--- config.mk ---
export PLATFORM = sky130hd
export DESIGN_NAME = xy_write_arbiter
export DESIGN_NICKNAME = d
export VERILOG_FILES = /design/src/rtl/xy_write_arbiter_pkg.sv /design/src/rtl/xy_write_arbiter_queue.sv /design/src/rtl/xy_write_arbiter.sv
export SDC_FILE = /design/constraint.sdc
export NUM_CORES = 1
export LEC_CHECK = 0
export ABC_AREA = 1
export BUFFER_PORTS_ARGS = -buffer_cell sky130_fd_sc_hd__buf_2
export CORE_ASPECT_RATIO = 1.1
export CORE_UTILIZATION = 45
export DETAILED_ROUTE_END_ITERATION = 7
export MAX_ROUTING_LAYER = met4
export SETUP_SLACK_MARGIN = 0.05
export SKIP_CTS_REPAIR_TIMING = 1
export SYNTH_ARGS = -nofsm -noshare
export SYNTH_HDL_FRONTEND = slang
export SYNTH_SLANG_ARGS = --single-unit
--- constraint.sdc ---
create_clock -name clk -period 3 [get_ports clk]
set_input_delay 0.6 -clock clk [delete_from_list [all_inputs] [get_ports clk]]
set_output_delay 0.6 -clock clk [all_outputs]
set_load 0.05 [all_outputs]
--- src/rtl/xy_write_arbiter_pkg.sv ---
// Shared definitions for the XY memory write path.
// XY_DATA_WIDTH : default XY memory word width
// XY_MEM_DEPTH  : XY memory address bits per bank; the write address adds one bank-select bit
// XyWriteReq    : packed write request (addr, data) at the default widths
package xy_write_arbiter_pkg;

    localparam int unsigned XY_DATA_WIDTH = 16;
    localparam int unsigned XY_MEM_DEPTH  = 7;
    localparam int unsigned XY_ADDR_WIDTH = XY_MEM_DEPTH + 1;

    typedef struct packed {
        logic [XY_ADDR_WIDTH-1:0] addr;
        logic [XY_DATA_WIDTH-1:0] data;
    } XyWriteReq;

endpackage

--- src/rtl/xy_write_arbiter_queue.sv ---
// xy_write_queue: host write FIFO with a per-entry live bit and a parallel address-match kill.
// Killed entries keep their slot (physical occupancy) until popped, but stop counting as live.
// Ports:
//   clk, reset            clock, asynchronous active-high reset
//   push, push_addr/data  enqueue at tail (caller guarantees !full)
//   pop                   drop head entry (live or killed)
//   kill, kill_addr       clear the live bit of every entry whose address matches
//   head_addr/data        head entry contents
//   head_live             head entry present and not killed
//   empty, full           physical occupancy flags
//   live_count            registered count of live entries
module xy_write_queue
    import xy_write_arbiter_pkg::*;
#(
    parameter int unsigned DATA_WIDTH  = XY_DATA_WIDTH,
    parameter int unsigned ADDR_WIDTH  = XY_MEM_DEPTH + 1,
    parameter int unsigned QUEUE_DEPTH = 4,
    localparam int unsigned IDX_WIDTH   = $clog2(QUEUE_DEPTH),
    localparam int unsigned COUNT_WIDTH = IDX_WIDTH + 1
) (
    input  logic                   clk,
    input  logic                   reset,
    input  logic                   push,
    input  logic [ADDR_WIDTH-1:0]  push_addr,
    input  logic [DATA_WIDTH-1:0]  push_data,
    input  logic                   pop,
    input  logic                   kill,
    input  logic [ADDR_WIDTH-1:0]  kill_addr,
    output logic [ADDR_WIDTH-1:0]  head_addr,
    output logic [DATA_WIDTH-1:0]  head_data,
    output logic                   head_live,
    output logic                   empty,
    output logic                   full,
    output logic [COUNT_WIDTH-1:0] live_count
);

    logic [ADDR_WIDTH-1:0]  addr_q [QUEUE_DEPTH];
    logic [DATA_WIDTH-1:0]  data_q [QUEUE_DEPTH];
    logic [QUEUE_DEPTH-1:0] valid_q, valid_d;
    // Pointers carry one extra wrap bit to tell full from empty.
    logic [COUNT_WIDTH-1:0] wr_ptr_q, rd_ptr_q;
    logic [COUNT_WIDTH-1:0] live_count_q, live_count_d;
    logic [IDX_WIDTH-1:0]   wr_idx, rd_idx;

    assign wr_idx = wr_ptr_q[IDX_WIDTH-1:0];
    assign rd_idx = rd_ptr_q[IDX_WIDTH-1:0];

    assign empty = (wr_ptr_q == rd_ptr_q);
    assign full  = (wr_idx == rd_idx) && (wr_ptr_q[IDX_WIDTH] != rd_ptr_q[IDX_WIDTH]);

    assign head_addr  = addr_q[rd_idx];
    assign head_data  = data_q[rd_idx];
    // Slots are cleared on pop, so a set bit implies the slot is occupied.
    assign head_live  = valid_q[rd_idx];
    assign live_count = live_count_q;

    always_comb begin
        valid_d = valid_q;
        if (kill) begin
            for (int unsigned i = 0; i < QUEUE_DEPTH; i++) begin
                if (addr_q[i] == kill_addr) begin
                    valid_d[i] = 1'b0;
                end
            end
        end
        if (pop) begin
            valid_d[rd_idx] = 1'b0;
        end
        // Applied last: the arbiter never pushes an entry that matches a same-cycle kill.
        if (push) begin
            valid_d[wr_idx] = 1'b1;
        end
        live_count_d = '0;
        for (int unsigned i = 0; i < QUEUE_DEPTH; i++) begin
            live_count_d = live_count_d + COUNT_WIDTH'(valid_d[i]);
        end
    end

    always_ff @(posedge clk or posedge reset) begin
        if (reset) begin
            valid_q      <= '0;
            wr_ptr_q     <= '0;
            rd_ptr_q     <= '0;
            live_count_q <= '0;
        end else begin
            valid_q      <= valid_d;
            live_count_q <= live_count_d;
            if (push) begin
                wr_ptr_q <= wr_ptr_q + COUNT_WIDTH'(1);
            end
            if (pop) begin
                rd_ptr_q <= rd_ptr_q + COUNT_WIDTH'(1);
            end
        end
    end

    // Payload storage needs no reset; liveness is tracked by valid_q.
    always_ff @(posedge clk) begin
        if (push) begin
            addr_q[wr_idx] <= push_addr;
            data_q[wr_idx] <= push_data;
        end
    end

endmodule

--- src/rtl/xy_write_arbiter.sv ---
// xy_write_arbiter: merges controller and host (buffer loader) writes onto the single XY memory
// write port. Controller writes are never stalled; host writes are queued behind them.
// Ports:
//   clk, reset                  clock, asynchronous active-high reset
//   host_valid/ready/addr/data  host write handshake
//   ctrl_write_enable/addr/data controller write, absolute priority
//   flush_request, flush_done   FLUSHBUFFER drain handshake
//   mem_write_enable/addr/data  registered XY memory write port
//   queue_count                 live queued host entries
module xy_write_arbiter
    import xy_write_arbiter_pkg::*;
#(
    parameter int unsigned DATA_WIDTH  = XY_DATA_WIDTH,
    parameter int unsigned ADDR_WIDTH  = XY_MEM_DEPTH + 1,
    parameter int unsigned QUEUE_DEPTH = 4,
    localparam int unsigned COUNT_WIDTH = $clog2(QUEUE_DEPTH) + 1
) (
    input  logic                   clk,
    input  logic                   reset,
    input  logic                   host_valid,
    output logic                   host_ready,
    input  logic [ADDR_WIDTH-1:0]  host_addr,
    input  logic [DATA_WIDTH-1:0]  host_data,
    input  logic                   ctrl_write_enable,
    input  logic [ADDR_WIDTH-1:0]  ctrl_addr,
    input  logic [DATA_WIDTH-1:0]  ctrl_data,
    input  logic                   flush_request,
    output logic                   flush_done,
    output logic                   mem_write_enable,
    output logic [ADDR_WIDTH-1:0]  mem_write_addr,
    output logic [DATA_WIDTH-1:0]  mem_write_data,
    output logic [COUNT_WIDTH-1:0] queue_count
);

    logic                  queue_empty, queue_full, head_live;
    logic [ADDR_WIDTH-1:0] head_addr;
    logic [DATA_WIDTH-1:0] head_data;
    logic                  queue_push, queue_pop;
    logic                  host_accept, host_killed, bypass;
    logic                  issue;
    logic [ADDR_WIDTH-1:0] issue_addr;
    logic [DATA_WIDTH-1:0] issue_data;

    logic                  mem_write_enable_q;
    logic [ADDR_WIDTH-1:0] mem_write_addr_q;
    logic [DATA_WIDTH-1:0] mem_write_data_q;

    // Readiness depends only on start-of-cycle occupancy; no pass-through when full.
    assign host_ready  = !queue_full;
    assign host_accept = host_valid && host_ready;
    // A same-cycle controller write to the same address supersedes the host write.
    assign host_killed = ctrl_write_enable && (host_addr == ctrl_addr);

    always_comb begin
        issue      = 1'b0;
        issue_addr = head_addr;
        issue_data = head_data;
        queue_pop  = 1'b0;
        bypass     = 1'b0;
        if (ctrl_write_enable) begin
            issue      = 1'b1;
            issue_addr = ctrl_addr;
            issue_data = ctrl_data;
        end else if (head_live) begin
            issue     = 1'b1;
            queue_pop = 1'b1;
        end else if (queue_empty && host_accept) begin
            issue      = 1'b1;
            bypass     = 1'b1;
            issue_addr = host_addr;
            issue_data = host_data;
        end
        // Killed heads never use the memory port, so drain them even under a controller write.
        if (!queue_empty && !head_live) begin
            queue_pop = 1'b1;
        end
        queue_push = host_accept && !bypass && !host_killed;
    end

    assign flush_done = flush_request && queue_empty && !bypass;

    xy_write_queue #(
        .DATA_WIDTH (DATA_WIDTH),
        .ADDR_WIDTH (ADDR_WIDTH),
        .QUEUE_DEPTH(QUEUE_DEPTH)
    ) u_queue (
        .clk       (clk),
        .reset     (reset),
        .push      (queue_push),
        .push_addr (host_addr),
        .push_data (host_data),
        .pop       (queue_pop),
        .kill      (ctrl_write_enable),
        .kill_addr (ctrl_addr),
        .head_addr (head_addr),
        .head_data (head_data),
        .head_live (head_live),
        .empty     (queue_empty),
        .full      (queue_full),
        .live_count(queue_count)
    );

    // Address/data hold their last value when nothing issues.
    always_ff @(posedge clk or posedge reset) begin
        if (reset) begin
            mem_write_enable_q <= 1'b0;
            mem_write_addr_q   <= '0;
            mem_write_data_q   <= '0;
        end else begin
            mem_write_enable_q <= issue;
            if (issue) begin
                mem_write_addr_q <= issue_addr;
                mem_write_data_q <= issue_data;
            end
        end
    end

    assign mem_write_enable = mem_write_enable_q;
    assign mem_write_addr   = mem_write_addr_q;
    assign mem_write_data   = mem_write_data_q;

endmodule

Word-level counts from Yosys, hierarchy flattened
Memory sizes are Yosys's and may differ from the RTL's. Index checks and enable logic that the tools add are counted.

$lt $le $gt $ge: 4. Equality and inequality tests: 8. Add/subtract/negate cells: 5. Reductions and logical operators: 16. Bitwise operators: 3. Multiplexer cells: 29.

Operators by type and width (count): $mux 16 (3); $eq 8x8->1 (5); $mux 8 (3); $mux 1 (17); $mux 4 (3); $logic_and 1x1->1 (11); $add 3x1->3 (2); $add 3x1->3 const B (2); $lt 2x3->1 const B (2); $logic_not 1->1 (5); $and 4x4->4 (1); $demux 1 s2 (2); $ge 2x1->1 const B (2); $not 4->4 (1); $or 4x4->4 (1); $eq 3x3->1 (1); $add 1x1->2 (1); $bmux 1 s2 (1); $eq 2x2->1 (1); $ne 1x1->1 (1).

Memory bits (writable): 96. Register bits: 38. Logic and storage cells: 74. Output and inout bits: 30. Input port bits: 53. Memories kept: 2.

Memories: u_queue.data_q (words 4, bits a word 16, rd ports 1, clocked after memory_dff 0, wr ports 1, line xy_write_arbiter_queue.sv:38) `logic [DATA_WIDTH-1:0] data_q [QUEUE_DEPTH];`; u_queue.addr_q (words 4, bits a word 8, rd ports 5, clocked after memory_dff 0, wr ports 1, line xy_write_arbiter_queue.sv:37) `logic [ADDR_WIDTH-1:0] addr_q [QUEUE_DEPTH];`.

Logic depth before layout (Yosys ltp)
Gate-level depths: netlist of run 1.

Depth after elaboration: 15. Gate-level depth with buffers: 13.

Cells and area by module
Synthesis of run 1 repeated with hierarchy kept, for this count alone.

Cell total of the unflattened synthesis: 686. Area, all modules: 6467.5 um^2.

By module, submodules not included: xy_write_queue (area each 4808.4 um^2, cells an instance 431, instances 1); xy_write_arbiter (area each 1659.1 um^2, cells an instance 255, instances 1).

Worst setup path before layout of run 1
OpenSTA, ideal clock, no wires.

Path type: reg-to-reg. Start: register u_queue.rd_ptr_q[1]. End: register u_queue.live_count_q[1], in the netlist u_queue.live_count[1]. Setup slack: 0.245 ns. Required time: 2.874 ns. Buffers on the path: 1. Arrival: 2.629 ns. Period minus slack after synthesis: 2.755 ns. Stages on the path, launching flop included: 12. Cell sequence: dfrtp_1 buf_4 nand2_2 nand2_4 nand3_1 nand2_1 nor2_1 nand3_1 nand2_1 ha_1 fa_1 ha_1.

Cells in the longest elaborated chain, start to end: 15. Elaborated cells on any way between the ends: 33.

Ends and longest elaborated chain: from (decl) (line xy_write_arbiter_queue.sv:41) `logic [COUNT_WIDTH-1:0] wr_ptr_q, rd_ptr_q;`; from (signal assigned) (line xy_write_arbiter_queue.sv:92) `rd_ptr_q <= rd_ptr_q + COUNT_WIDTH'(1);`; $eq 2x2->1 * (line xy_write_arbiter_queue.sv:49) `assign full = (wr_idx == rd_idx) && (wr_ptr_q[IDX_WIDTH] != rd_ptr_q[IDX_WIDTH]);`; $logic_and 1x1->1 * (line xy_write_arbiter_queue.sv:49); $logic_not 1->1 * (line xy_write_arbiter.sv:49) `assign host_ready = !queue_full;`; net host_ready (line xy_write_arbiter.sv:21) `output logic host_ready,`; $logic_and 1x1->1 * (line xy_write_arbiter.sv:50) `assign host_accept = host_valid && host_ready;`; $logic_and 1x1->1 (line xy_write_arbiter.sv:67) `end else if (queue_empty && host_accept) begin`; $mux 1 (line xy_write_arbiter.sv:67); $mux 1 (line xy_write_arbiter.sv:64) `end else if (head_live) begin`; $mux 1 (line xy_write_arbiter.sv:60) `if (ctrl_write_enable) begin`; $logic_not 1->1 (line xy_write_arbiter.sv:77) `queue_push = host_accept && !bypass && !host_killed;`; $logic_and 1x1->1 * (2 in series) (line xy_write_arbiter.sv:77); $mux 4 * (line xy_write_arbiter_queue.sv:70) `if (push) begin`; net u_queue.valid_d[0] (line xy_write_arbiter_queue.sv:39) `logic [QUEUE_DEPTH-1:0] valid_q, valid_d;`; $add 1x1->2 * (line xy_write_arbiter_queue.sv:75) `live_count_d = live_count_d + COUNT_WIDTH'(valid_d[i]);`; $add 3x1->3 * (2 in series) (line xy_write_arbiter_queue.sv:75); net u_queue.live_count_d[1] (line xy_write_arbiter_queue.sv:42) `logic [COUNT_WIDTH-1:0] live_count_q, live_count_d;`; to (signal assigned) (line xy_write_arbiter_queue.sv:87) `live_count_q <= live_count_d;`; to (decl) (line xy_write_arbiter_queue.sv:42).

Mark *: on every way through the listed nets, which the timed path passes. The rest lies on a longest branch. The select of a mux whose other input is x is not followed. A chain may end at the register's enable or synchronous reset.

Worst setup path in the final report of run 1
Start: register u_queue.rd_ptr_q[0]. End: output port flush_done.

Cells in the longest elaborated chain, start to end: 10. Elaborated cells on any way between the ends: 14.

Ends and longest elaborated chain: $eq 2x2->1 (line xy_write_arbiter_queue.sv:49); $logic_and 1x1->1 (line xy_write_arbiter_queue.sv:49); $logic_not 1->1 (line xy_write_arbiter.sv:49); $logic_and 1x1->1 (line xy_write_arbiter.sv:50); $logic_and 1x1->1 (line xy_write_arbiter.sv:67); $mux 1 (line xy_write_arbiter.sv:67); $mux 1 (line xy_write_arbiter.sv:64); $mux 1 (line xy_write_arbiter.sv:60); $logic_not 1->1 (line xy_write_arbiter.sv:80) `assign flush_done = flush_request && queue_empty && !bypass;`; $logic_and 1x1->1 * (line xy_write_arbiter.sv:80); to (decl) (line xy_write_arbiter.sv:28) `output logic flush_done,`.

Mark *: on every way between the ends. The rest lies on a longest branch, timed or not. The select of a mux whose other input is x is not followed.

==> results.txt, run 1 <==
----------------------------------------------------
[Global routing]
  Global-route usage over all layers ... between 20% and 30%
  Largest net degree at the start of global routing ... 49
  Global-route wire length before repair ... around 29000 um
  Fraction of met2 tracks used by global routing ... between 40% and 50%
  Layer with the highest usage after global routing ... met2
  Via count of the first global-routing pass ... around 5.4k
  Antenna violations before repair ... 1
  Met3 track demand over resource in global routing ... roughly 5%
  Met1 track demand over resource in global routing ... about a third
  Total congestion overflow after global routing ... 0

[Critical path]
  Maximum fanout along the worst path ... 10
  Crit Path Class ... reg -> out
  Cell-by-cell trace of the critical path ... inv_4, nand2_1, nand3_1, nand2_2, nand4_2, nand3_1, inv_1, buf_2
  Critical Path AT ... approximately 2.1 ns
  Kind of launch point of the worst setup path ... flop
  Worst path slowest cell ... sky130_fd_sc_hd__dfrtp_1
  Worst EP required ... approximately 2.4 ns
  Peak per-stage delay on the critical path ... about 0.48 ns
  Critical path endpoint category ... output pin
  Most Frequent Cell on Critical Path ... sky130_fd_sc_hd__nand3_1

[Power and ir drop]
  Leakage ... about 3.6 nW
  Power consumption ... 0.00873 W
  PD cells ... 1080 mW/mm2
  Maximum vdd ir drop ... approximately 0.55 mV

[Clock network]
  Worst-Skew Late Latency ... 0.42 ns
  Post-CTS clock slew at the launch and capture registers of the worst setup and hold paths ... approximately 0.060 ns
  TritonCTS clock tree ... yes
  Clk Tree Root Cell ... sky130_fd_sc_hd__clkbuf_16
  Clock H-tree levels ... 4
  Total clock buffers created by CTS ... 17
  Clock tree buffer depth ... 2
  Total number of clock tree sinks ... between 100 and 150

[Synthesis]
  Cell taking the most area after synthesis ... sky130_fd_sc_hd__edfxtp_1
  Combinational family with the most area after synthesis ... simple AND/OR/NAND/NOR gates
  Async S/R FF share, synth ... approximately 28%
  Count of flip-flops with a built-in enable after synthesis ... 96
  Yosys warning total ... 0
  Multiplexer fraction of the synthesized cell area ... 0%
  Simple logic cell fraction of the synthesized area ... a little over a quarter
  Distinct cell type count of the synthesized netlist ... 34
  Flip-flop and latch count after synthesis ... roughly 130
  Post-synthesis xor/xnor area fraction ... ~1.9%
  Sequential area share after synthesis ... a little under three fifths
  Fraction of the mapped netlist area in compound gates ... roughly 6%
  Share of the synthesized area in the top cell type ... a little over two fifths
  Post-Synth Adder-Cell Area ... under 10%
  Syn Nets ... around 800
  Most frequent cells after synthesis ... sky130_fd_sc_hd__nand2_1 (157), sky130_fd_sc_hd__edfxtp_1 (96), sky130_fd_sc_hd__inv_1 (80)
  Largest cells by area after synthesis ... sky130_fd_sc_hd__edfxtp_1 (42%), sky130_fd_sc_hd__dfrtp_1 (14%), sky130_fd_sc_hd__nand2_1 (8.6%)
  Ys flop type ... sky130_fd_sc_hd__edfxtp_1
  Post-Synthesis Mean Instance Area ... roughly 9.3 um2
  Cell count after synthesis ... around 730
  Cell Area, Synth ... 0.00682 mm2
  Library cell with the highest instance count after synthesis ... sky130_fd_sc_hd__nand2_1

[Floorplan]
  Area inside the core boundary ... about 0.015 mm2
  Die area ... roughly 0.016 mm2
  Total number of placement rows ... 46
  Effective utilization at floorplan ... 46.6%
  Die X-Extent ... 119 um
  Die boundary height ... about 130 um
  Ports placed on the boundary ... 83

[Place]
  Setup slack at placement ... just over 0.3 ns
  HPWL reported at the end of detailed placement ... ~12000 um
  Count of buffers inserted at the top-level ports ... 82
  RePlAce Congestion ... 0.908

[Routing]
  Total detailed-routing wirelength ... approximately 19000 um
  Initial DRC Count ... 400
  WL per Instance ... around 18 um
  Total number of vias ... roughly 5.5k
  Via count normalized by instance count ... ~5.4
  DRT Pass-1 Iters ... 5
  Antenna viol nets, final ... 0
  Drt drc ... 0

[STA]
  Worst relative slew slack ... between 30% and 40%
  Setup Skew ... about 0.011 ns
  Hold slack ... just under 0.2 ns
  Number of endpoints with negative hold slack in the final report ... 0
  Max Clock Freq ... between 300 and 400 MHz
  Worst slew pin tran ... about 0.96 ns
  RSZ-0062 raised after global routing ... no
  Final number of max-transition violations ... 0
  Setup Total Neg Slack ... 0 ns
  Crit path time final ... ~2.7 ns
  Final clock period utilization by the worst path ... 90.3%
  Setup-violating endpoint count in the final report ... 0
  Post-route worst setup slack ... 0.290 ns

[Cells and area]
  Number of fillers in the final layout ... about 1.3k
  Area used by sequential logic in the layout ... 0.00383 mm2
  Net count of the finished layout ... 885
  Area growth, synth to finish ... 18.4%
  Combined area of the multi-input logic cells ... around 0.0025 mm2
  Fraction of final layout cells with drive strength greater than 1 ... 22.2%

[Flow run]
  Maximum Capacitance Violations ... 0

[Status]
  Run status ... complete, no violations

[Hold path]
  Min-delay worst type ... in -> async

----------------------------------------------------
==> cell families (layout without fill, tap and decap cells) <==
logic type,Yosys count,after routing
other,0,1
flip-flops,134,134
buffers and inverters,121,221
AND/OR/NAND/NOR,378,378
adder cells (fa/ha/maj),11,11
XOR/XNOR,15,15
AO/OA/AOI/OAI,75,75
==> per-stage QoR <==
step	cells	util [%]	area [um2]
after floorplan	734	-	6820
after global placement	994	51.1	7470
after detailed placement	994	51.1	7470
after CTS	1026	55.2	8070
after global routing	1027	55.2	8070
final	1027	55.2	8070
==> final timing paths <==
path,startpoint,endpoint,slack (ns),cells past startpoint
min,reset,mem_write_addr[1],0.20,2
min reg2reg,mem_write_data[10],mem_write_data[10],0.53,2
min in group clk,host_data[12],u_queue.data_q[1][12],0.40,1
max reg2reg,u_queue.rd_ptr_q[0],u_queue.live_count[1],0.31,10
max,u_queue.rd_ptr_q[0],flush_done,0.29,8
max in group asynchronous,reset,u_queue.rd_ptr_q[1],2.03,3
==> state kept, by name, indices dropped and copies added (netlist names) <==
register and count:
u_queue.addr_q 32, mem_write_addr 8, u_queue.live_count 3, u_queue.rd_ptr_q 3, u_queue.data_q 64, u_queue.valid_q 4
mem_write_enable 1, u_queue.wr_ptr_q 3, mem_write_data 16
==> worst max-delay path: cells and delay by family (launching register included) <==
| kind | cells | cell delay, ns |
|---|---|---|
| and+or+nand+nor | 5 | 0.91 |
| buffers and inverters | 3 | 0.30 |
| DFF | 1 | 0.48 |
==> cells in the final DEF (no fill, tap or decap), types with 5 or more instances in the layout <==
master	synthesis	final
sky130_fd_sc_hd__a21oi_1	16	16
sky130_fd_sc_hd__buf_2	9	82
sky130_fd_sc_hd__buf_4	2	22
sky130_fd_sc_hd__clkbuf_16	0	17
sky130_fd_sc_hd__dfrtp_1	38	38
sky130_fd_sc_hd__edfxtp_1	96	96
sky130_fd_sc_hd__ha_1	10	10
sky130_fd_sc_hd__inv_1	80	79
sky130_fd_sc_hd__nand2_1	157	157
sky130_fd_sc_hd__nand2_2	14	14
sky130_fd_sc_hd__nand3_1	65	65
sky130_fd_sc_hd__nand3_2	10	10
sky130_fd_sc_hd__nand4_1	34	34
sky130_fd_sc_hd__nor2_1	78	78
sky130_fd_sc_hd__o211ai_1	5	5
sky130_fd_sc_hd__o21ai_0	47	47
sky130_fd_sc_hd__o22ai_1	6	6
sky130_fd_sc_hd__or2_2	12	12
sky130_fd_sc_hd__xnor2_1	11	11
==> where the power goes <==
part	total [W]	switching, W	internal (W)	leakage, nW
sequential	0.00281	0.000251	0.00256	1.34
clock	0.00211	0.000802	0.00131	0.294
combinational	0.00381	0.00276	0.00105	2.01
total	0.00873	0.00381	0.00493	3.64
==> layout make-up <==
class / count / share of cell area [%]
diodes: 1 / 0.0310
well taps: 192 / 2.98
clock buffers: 17 / 5.27
clock inverters: 15 / 2.20
inverters: 84 / 3.97
repair buffers: 105 / 7.38
multi-input cells: 479 / 30.7
flip-flops and latches: 134 / 47.5
==> per-layer routing <==
layer  vias to the layer above  share of wire, %
li1                       2618                 -
met1                      2683                43
met2                       205                48
met3                        24               6.3
met4                         0               2.2
met5                         -                 0
Power figures use the tool's default switching activity.
==> run 2: changes to the inputs <==
--- a/config.mk
+++ b/config.mk
@@ -7,10 +7,13 @@
 export LEC_CHECK = 0
 export ABC_AREA = 1
 export BUFFER_PORTS_ARGS = -buffer_cell sky130_fd_sc_hd__buf_2
+export CELL_PAD_IN_SITES_DETAIL_PLACEMENT = 1
+export CELL_PAD_IN_SITES_GLOBAL_PLACEMENT = 1
 export CORE_ASPECT_RATIO = 1.1
 export CORE_UTILIZATION = 45
 export DETAILED_ROUTE_END_ITERATION = 7
 export MAX_ROUTING_LAYER = met4
+export PLACE_DENSITY_LB_ADDON = 0.1
 export SETUP_SLACK_MARGIN = 0.05
 export SKIP_CTS_REPAIR_TIMING = 1
 export SYNTH_ARGS = -nofsm -noshare
==> run 2 against run 1 <==
- clock skew decreased by 0.0044 ns
- hold slack improved by 0.010 ns
- clock-buffer cell count up 2
- sequential share of layout area shrank 0.34 points
- maximum frequency shrank 3.0%
- non-clock buffer count increased by 3
- routed wire length rose by 16%
- first-iteration DRC count shrank 34%
- critical path depth rose by 2
- combinational power up 5%
- critical path type unchanged
- largest cell class unchanged
- highest routed layer unchanged
==> results.txt, run 2 (synthesis results as in run 1) <==
----------------------------------------------------
[Power and ir drop]
  Maximum vdd ir drop ... 0.593 mV
  PD cells ... about 1100 mW/mm2
  Internal power ... around 0.0051 W
  Leakage ... 3.67 nW
  Power consumption ... about 0.0091 W
  Switching Fraction ... between 40% and 50%
  Part of the total power dissipated in combinational logic ... roughly 44%
  Total net switching power ... ~0.004 W
  Reg power frac ... between 30% and 40%
  Share of total power in the clock network ... about a quarter

[STA]
  Final clock period utilization by the worst path ... about 93%
  Crit path time final ... 2.79 ns
  Final number of max-transition violations ... 0
  Worst slew pin tran ... about 0.74 ns
  Number of endpoints with negative hold slack in the final report ... 0
  Max Clock Freq ... 358 MHz
  Hold slack ... around 0.21 ns
  Worst relative slew slack ... between 50% and 60%
  Setup Skew ... 0.00699 ns
  Setup Total Neg Slack ... 0 ns
  Setup-violating endpoint count in the final report ... 0
  RSZ-0062 raised after global routing ... no

[Cells and area]
  Utilization after layout ... 55.6%
  Flip-flop count of the largest register after layout ... between 60 and 70
  Net count of the finished layout ... between 800 and 900
  Fraction of final layout cells with drive strength greater than 1 ... between 20% and 30%
  Area growth, synth to finish ... 19.3%
  Number of inserted diodes ... 0
  Leading cell type in the layout, fill and taps excluded ... sky130_fd_sc_hd__nand2_1
  Number of non-filler instances in the completed layout ... just over 1k
  Most flop-heavy register ... u_queue.data_q
  Top library cells by usage in the layout, fill and taps aside ... sky130_fd_sc_hd__nand2_1 (157), sky130_fd_sc_hd__edfxtp_1 (96), sky130_fd_sc_hd__buf_2 (82)

[Critical path]
  Kind of launch point of the worst setup path ... flop
  Critical Path AT ... 2.19 ns
  Cells on worst reg2reg path ... 11
  Worst reg2reg path endpoint ... u_queue.live_count[1]
  Crit Path Class ... reg -> out
  Worst EP required ... ~2.4 ns
  Critical path endpoint category ... output pin
  Startpoint of the worst register-to-register path ... u_queue.rd_ptr_q[0]
  Maximum fanout along the worst path ... 13
  Setup slack of the most critical reg-to-reg path ... around 0.4 ns

[Global routing]
  Total congestion overflow after global routing ... 0
  Global-route usage over all layers ... between 30% and 40%
  Via count of the first global-routing pass ... ~6k
  Antenna violations before repair ... 0
  Largest net degree at the start of global routing ... 34
  Global-route wire length before repair ... about 34000 um

[Floorplan]
  Die boundary height ... 131 um
  Area inside the core boundary ... about 0.015 mm2
  Ports placed on the boundary ... 83
  Total number of placement rows ... 46
  Die X-Extent ... roughly 120 um
  Effective utilization at floorplan ... a little under half
  Die area ... approximately 0.016 mm2

[Place]
  Count of buffers inserted at the top-level ports ... 82
  Cell total after placement ... around 1000
  HPWL reported at the end of detailed placement ... between 10000 and 15000 um
  RePlAce Congestion ... ~0.90

[Clock network]
  Post-CTS clock slew at the launch and capture registers of the worst setup and hold paths ... about 0.060 ns
  Worst-Skew Late Latency ... about 0.43 ns
  Total clock buffers created by CTS ... 17
  Clk Tree Root Cell ... sky130_fd_sc_hd__clkbuf_16
  Clock H-tree levels ... 4
  Total number of clock tree sinks ... 134
  Clock tree buffer depth ... 2
  TritonCTS clock tree ... yes

[Routing]
  Drt drc ... 0
  Via count normalized by instance count ... approximately 5.5
  DRT Pass-1 Iters ... 5
  Initial DRC Count ... roughly 270
  Total detailed-routing wirelength ... between 20000 and 25000 um
  Antenna viol nets, final ... 0
  WL per Instance ... approximately 21 um
  Total number of vias ... roughly 5.7k

[Status]
  Run status ... complete, no violations

[Flow run]
  Maximum Capacitance Violations ... 0

[Hold path]
  Min-delay worst type ... in -> async

----------------------------------------------------
-- run 2: worst max-delay path by stage --
stage | depth (start not counted) | slack [ns] | from | endpoint
2_1_floorplan | 11 | 0.24 | u_queue.rd_ptr_q[1] | u_queue.live_count[1]
3_3_place_gp | 13 | 0.36 | ctrl_addr[5] | u_queue.live_count[1]
3_5_place_dp | 13 | 0.23 | ctrl_addr[3] | u_queue.live_count[1]
4_1_cts | 9 | 0.05 | u_queue.rd_ptr_q[0] | flush_done
5_1_grt | 10 | 0.11 | u_queue.rd_ptr_q[0] | flush_done
6_report | 10 | 0.21 | u_queue.rd_ptr_q[0] | flush_done
-- run 2: layer usage --
metal,vias to the layer above,wire length [um],GRT usage [%]
met1,2833,8910,34.3
met5,-,0,-
li1,2619,-,-
met2,156,11100,52.7
met3,42,897,4.80
met4,0,616,13.5
-- run 2: metrics by stage --
stage / worst slack [ns] / area [um2]
6_report: 0.207 / 8130
5_1_grt: 0.105 / 8130
4_1_cts: 0.0473 / 8120
3_5_place_dp: 0.234 / 7500
3_3_place_gp: 0.364 / 7500
2_1_floorplan: 0.245 / 6820
-- run 2: critical path, stage by stage, from the launching register on --
cell and delay (ns):
sky130_fd_sc_hd__dfrtp_2 0.43, sky130_fd_sc_hd__buf_6 0.18, sky130_fd_sc_hd__nand2_1 0.12, sky130_fd_sc_hd__nand2_4 0.13
sky130_fd_sc_hd__nand2_4 0.07, sky130_fd_sc_hd__nor2_8 0.18, sky130_fd_sc_hd__nand4_2 0.14, sky130_fd_sc_hd__buf_4 0.19
sky130_fd_sc_hd__nand3_1 0.07, sky130_fd_sc_hd__inv_1 0.04, sky130_fd_sc_hd__buf_2 0.20
-- run 2: cell type report --
class                           instances  area [um2]
Tap cell                              192         240
Clock inverter                         13         179
Sequential cell                       134        3830
Timing Repair Buffer                  108         634
Clock buffer                           19         443
Inverter                               84         320
Fill cell                            1704        6490
Multi-Input combinational cell        479        2480
-- run 2: power by group through the flow --
stage / combinational, W / sequential (W) / clock [W]
6_report: 0.00401 / 0.00284 / 0.00223
5_1_grt: 0.00434 / 0.00288 / 0.00232
4_1_cts: 0.00402 / 0.00283 / 0.00225
3_5_place_dp: 0.00397 / 0.00286 / 0
3_3_place_gp: 0.00383 / 0.00283 / 0
2_1_floorplan: 0.00211 / 0.00346 / 0
